File: config.mk
export PLATFORM = sky130hd
export DESIGN_NAME = i2c_master_write_frame
export DESIGN_NICKNAME = d
export VERILOG_FILES = /design/src/rtl/i2c_master_write_frame.sv
export SDC_FILE = /design/constraint.sdc
export NUM_CORES = 1
export LEC_CHECK = 0
export BUFFER_PORTS_ARGS = -buffer_cell sky130_fd_sc_hd__clkbuf_2
export CAP_MARGIN = 20
export CORE_MARGIN = 3
export CORE_UTILIZATION = 51
export DETAILED_ROUTE_END_ITERATION = 10
export GPL_TIMING_DRIVEN = 0
export PLACE_DENSITY_LB_ADDON = 0.1
export SLEW_MARGIN = 20
export SYNTH_ARGS = -nofsm -noshare
export SYNTH_HDL_FRONTEND = slang
export SYNTH_SLANG_ARGS = --single-unit
File: constraint.sdc
create_clock -name clock -period 1.8 [get_ports clock]
set_input_delay 0.09 -clock clock [delete_from_list [all_inputs] [get_ports clock]]
set_output_delay 0.09 -clock clock [all_outputs]
set_load 0.03 [all_outputs]
File: src/rtl/i2c_master_write_frame.sv
// I2C master bit engine: START, STOP, master ACK/NACK and multi-byte writes with slave-ACK check.
// Bus drive (scl, sda_low) is registered from the phase decode, so the pins trail the phase counter by one cycle.
module i2c_master_write_frame #(
    parameter int BYTES     = 1,
    parameter int QUARTER   = 4,
    parameter int LSB_FIRST = 0
) (
    input  logic               clock,
    input  logic               reset_n,
    input  logic               go,
    input  logic [2:0]         command,
    input  logic [8*BYTES-1:0] data,
    input  logic               sda_i,
    output logic               busy,
    output logic               finish,
    output logic               ack_error,
    output logic               scl,
    output logic               sda_low
);

    localparam int DW = 8 * BYTES;
    localparam int QW = (QUARTER > 1) ? $clog2(QUARTER) : 1;
    localparam int BW = (BYTES > 1) ? $clog2(BYTES) : 1;

    localparam logic [2:0] CMD_START = 3'b001;
    localparam logic [2:0] CMD_DATA  = 3'b011;
    localparam logic [2:0] CMD_ACK   = 3'b111;
    localparam logic [2:0] CMD_NACK  = 3'b101;
    localparam logic [2:0] CMD_STOP  = 3'b100;

    typedef enum logic [2:0] {
        S_IDLE,
        S_START,
        S_DBIT,
        S_SACK,
        S_MACK,
        S_MNACK,
        S_STOP,
        S_DONE
    } state_t;

    state_t          state_q;
    state_t          start_state;
    logic [2:0]      cmd_q;
    logic [DW-1:0]   shift_q;
    logic [DW-1:0]   shift_d;
    logic [QW-1:0]   qcnt_q;
    logic [1:0]      phase_q;
    logic [2:0]      bit_q;
    logic [BW-1:0]   byte_q;
    logic            busy_q;
    logic            finish_q;
    logic            ack_error_q;
    logic            scl_q;
    logic            sda_low_q;
    logic            scl_d;
    logic            sda_low_d;
    logic            cur_bit;
    logic            q_last;
    logic            bit_end;
    logic            accept;

    assign cur_bit = (LSB_FIRST != 0) ? shift_q[0] : shift_q[DW-1];
    assign shift_d = (LSB_FIRST != 0) ? {1'b0, shift_q[DW-1:1]} : {shift_q[DW-2:0], 1'b0};
    assign q_last  = (qcnt_q == QW'(QUARTER - 1));
    assign bit_end = q_last && (phase_q == 2'd3);

    always_comb begin
        start_state = S_IDLE;
        case (command)
            CMD_START: start_state = S_START;
            CMD_DATA:  start_state = S_DBIT;
            CMD_ACK:   start_state = S_MACK;
            CMD_NACK:  start_state = S_MNACK;
            CMD_STOP:  start_state = S_STOP;
            default:   start_state = S_IDLE;
        endcase
    end

    // The finish cycle is excluded so a go presented alongside finish is dropped.
    assign accept = go && !busy_q && !finish_q && (state_q == S_IDLE) && (start_state != S_IDLE);

    always_comb begin
        scl_d     = scl_q;
        sda_low_d = sda_low_q;
        case (state_q)
            S_START: begin
                scl_d     = 1'b1;
                sda_low_d = phase_q[1];
            end
            S_DBIT: begin
                scl_d     = phase_q[1];
                sda_low_d = ~cur_bit;
            end
            S_SACK: begin
                scl_d     = phase_q[1];
                sda_low_d = 1'b0;
            end
            S_MACK: begin
                scl_d     = phase_q[1];
                sda_low_d = 1'b1;
            end
            S_MNACK: begin
                scl_d     = phase_q[1];
                sda_low_d = 1'b0;
            end
            S_STOP: begin
                scl_d     = (phase_q != 2'd0);
                sda_low_d = ~phase_q[1];
            end
            S_DONE: begin
                // Mid-transfer commands leave SCL held low so the slave cannot run ahead.
                if (cmd_q != CMD_START && cmd_q != CMD_STOP) begin
                    scl_d = 1'b0;
                end
            end
            default: begin
                scl_d     = scl_q;
                sda_low_d = sda_low_q;
            end
        endcase
    end

    always_ff @(posedge clock or negedge reset_n) begin
        if (!reset_n) begin
            state_q     <= S_IDLE;
            cmd_q       <= 3'b000;
            shift_q     <= '0;
            qcnt_q      <= '0;
            phase_q     <= 2'd0;
            bit_q       <= 3'd0;
            byte_q      <= '0;
            busy_q      <= 1'b0;
            finish_q    <= 1'b0;
            ack_error_q <= 1'b0;
            scl_q       <= 1'b1;
            sda_low_q   <= 1'b0;
        end else begin
            finish_q  <= 1'b0;
            scl_q     <= scl_d;
            sda_low_q <= sda_low_d;
            case (state_q)
                S_IDLE: begin
                    if (accept) begin
                        state_q     <= start_state;
                        cmd_q       <= command;
                        shift_q     <= data;
                        ack_error_q <= 1'b0;
                        busy_q      <= 1'b1;
                        qcnt_q      <= '0;
                        phase_q     <= 2'd0;
                        bit_q       <= 3'd0;
                        byte_q      <= '0;
                    end
                end
                S_DONE: begin
                    state_q  <= S_IDLE;
                    busy_q   <= 1'b0;
                    finish_q <= 1'b1;
                end
                default: begin
                    if (q_last) begin
                        qcnt_q  <= '0;
                        phase_q <= phase_q + 2'd1;
                    end else begin
                        qcnt_q <= qcnt_q + QW'(1);
                    end
                    if (bit_end) begin
                        case (state_q)
                            S_DBIT: begin
                                shift_q <= shift_d;
                                if (bit_q == 3'd7) begin
                                    bit_q   <= 3'd0;
                                    state_q <= S_SACK;
                                end else begin
                                    bit_q <= bit_q + 3'd1;
                                end
                            end
                            S_SACK: begin
                                if (sda_i) begin
                                    ack_error_q <= 1'b1;
                                    state_q     <= S_DONE;
                                end else if (byte_q == BW'(BYTES - 1)) begin
                                    state_q <= S_DONE;
                                end else begin
                                    byte_q  <= byte_q + BW'(1);
                                    state_q <= S_DBIT;
                                end
                            end
                            default: state_q <= S_DONE;
                        endcase
                    end
                end
            endcase
        end
    end

    assign busy      = busy_q;
    assign finish    = finish_q;
    assign ack_error = ack_error_q;
    assign scl       = scl_q;
    assign sda_low   = sda_low_q;

endmodule

==> results.ini <==
[die]
placementRows=18
die_h_um=59.4
dieArea_sq_um=3530
fp.dieW_um=59.4
io_pins=20
initial_core_util_pct=56.1
core_area_sq_um=2590

[cells_and_area]
final_util_pct=65.3
drive_gt1_share_pct=24.3
nets=198
seq_area_sq_um=652
insertedDiodeCount=0
n_fill_cell=227
multiInputGateArea_sq_um=744
area_growth_pct=16.4

[synthesis]
yosysSeqAreaShare_pct=44.8
yosys_warnings=0
synth-main-ff-cell=dfrtp_1
synthArstFlopShare_pct=100
syn-num-nets=169
synth_area_per_cell_sq_um=9.76
ys_ff_latch=26
synth_edf_count=0
ys_types=46
postSynthCellCount=149
synth_area_sq_um=1450

[job]
cap_violations=0

[timing]
slew_headroom_pct=57.8
hold_viol=0
hold_ws_ps=68.8
worst_pin_slew_ps=633
max_freq_ghz=0.570
rsz0062_at_grt=true
fin_crit_sh_pct=97.5
setup_viol=0
fin_ws_ps=45.5
period_needed_ps=1750
skew_ps=5.13
finalMaxSlewViolations=0

[global_routing]
antenna_found_initial=0
overflow=0
grt_pass1_vias=1185
grt_pass1_wl_um=5330
grt_max_degree=27
track_usage_pct=20.2

[worst_setup_path]
critPathLaunchType=register
path_class=reg -> reg
cp_max_fo=9
endpoint_kind=register
required_ps=2030
arrival_ps=1990

[place]
place_congestion=0.866
port_buffers=18
pre_cts_slack_ps=-133
hpwl_um=2260

[run_status]
status=complete, no violations

[power_and_ir_drop]
peakVddDrop_uv=1030
finalPower_mw=2.86
p_leak_nw=0.744
powerDensity_nw_per_um2=1690

[route]
drc=0
drt-initial-drc-count=45
finalWirelength_um=3220
viasPerCell=6.14
ant_nets=0
vias=1271
route.detailed.wl_per_inst_um=15.5
drt-pass1-iter-count=4

[clock_network]
path_clk_slew_ps=140
clockBufferDepth=2
clkSinkCount=26
root_buffer=clkbuf_4
insertion_delay_ps=320
numCtsBuffers=3
cts_tree=yes
htree_levels=1

[worst_hold_path]
hold_class=in -> reg

-- cell type report --
| cell class | count | area share, % |
|---|---|---|
| Inverter | 8 | 1.78 |
| Multi-Input combinational cell | 106 | 44.0 |
| Timing Repair Buffer | 24 | 8.36 |
| Tap cell | 30 | 2.22 |
| Sequential cell | 26 | 38.5 |
| Buffer | 9 | 3.55 |
| Clock buffer | 4 | 1.55 |
-- repair_timing --
item                                    4_1_cts  5_1_grt
endpoints found under the setup margin        9       11
hold buffers                                  1        0
gates resized for setup                       3        9
buffers inserted                              0        4
pin swaps                                     0        1
hold endpoints to repair                     25        0
gates cloned                                  0        1
-- flip-flops by register name (all words and copies together), names as in the netlist --
signal / cells
scl: 1
phase_q: 2
finish: 1
ack_error: 1
busy: 1
shift_q: 8
sda_low: 1
bit_q: 3
cmd_q: 3
qcnt_q: 2
state_q: 3
-- metal layers --
layer | vias to the layer above | track usage, % | share of wire [%]
met5 | - | 0 | 0
met4 | 0 | 9.06 | 1.9
met3 | 7 | 2.18 | 4.3
met2 | 43 | 33.4 | 48
met1 | 609 | 26.6 | 46
li1 | 612 | - | -
-- logic make-up after synthesis --
kind of cell / Yosys count / synth area share, %
xor gates and xnor gates: 1 / 0.603
AOI/OAI and AO/OA: 59 / 28.2
DFF: 26 / 44.8
muxes: 3 / 2.32
and+or+nand+nor: 38 / 13.9
buffers and inverters: 17 / 5.77
adders and majority gates: 5 / 4.30
-- critical path: stages, from the launching register on --
cell and delay [ps]:
dfrtp_1 400, buf_6 140, or2_1 210, buf_6 130, or3_4 380, buf_6 140
o22a_1 190, o21a_1 100
-- synth_stat cells, types with 2 or more instances --
cell	count	area share (%)
a21oi_1	11	3.8
a22oi_1	3	1.5
buf_6	2	1.5
clkbuf_1	5	1.3
dfrtp_1	25	43
ha_1	5	4.3
inv_1	8	2.1
mux2_2	3	2.3
nand2_1	7	1.8
nand2b_1	5	2.2
nand3_1	7	2.4
nor2_1	8	2.1
o21a_1	8	4.1
o21ai_0	11	3.8
o22a_1	7	4.2
o2bb2ai_1	3	1.8
o31ai_1	2	1.0
-- cell usage in the layout (no fill, tap or decap), types with 2 or more instances in the layout --
cell type	n
clkbuf_4	3
clkbuf_1	4
ha_1	4
nor2_1	8
o21a_1	8
a21oi_1	11
buf_4	4
nand3_1	7
clkbuf_2	20
nand2_1	6
o21ai_0	11
dfrtp_1	25
nand2b_1	5
o22a_1	7
inv_1	8
buf_6	4
nand2_2	2
o2bb2ai_1	3
a22oi_1	3
o31ai_1	2
mux2_2	3
-- where the power goes --
group          total, mW  switching [mW]  internal, mW
Sequential          1.09           0.224         0.871
Clock              0.258           0.171        0.0868
Combinational       1.50           0.805         0.697
-- path summary, 6_finish.rpt --
kind | from | endpoint | cells past startpoint | slack, ps
max reg2reg | state_q[2] | shift_q[6] | 7 | 50
min in group asynchronous | reset_n | ack_error | 2 | 300
max in group asynchronous | reset_n | state_q[2] | 2 | 1090
min reg2reg | shift_q[1] | shift_q[1] | 1 | 510
min | data[4] | shift_q[4] | 3 | 70
max | state_q[2] | shift_q[6] | 7 | 50
-- stage by stage --
stage | cells | TNS (ps) | instance area (sq um)
after detailed placement | 197 | -1050 | 1580
after CTS | 202 | 0 | 1630
after global placement | 197 | -711 | 1580
after floorplan | 149 | 0 | 1450
final | 207 | 0 | 1690
after global routing | 207 | -14.7 | 1690
No activity file was read; power rests on OpenSTA's default activity.
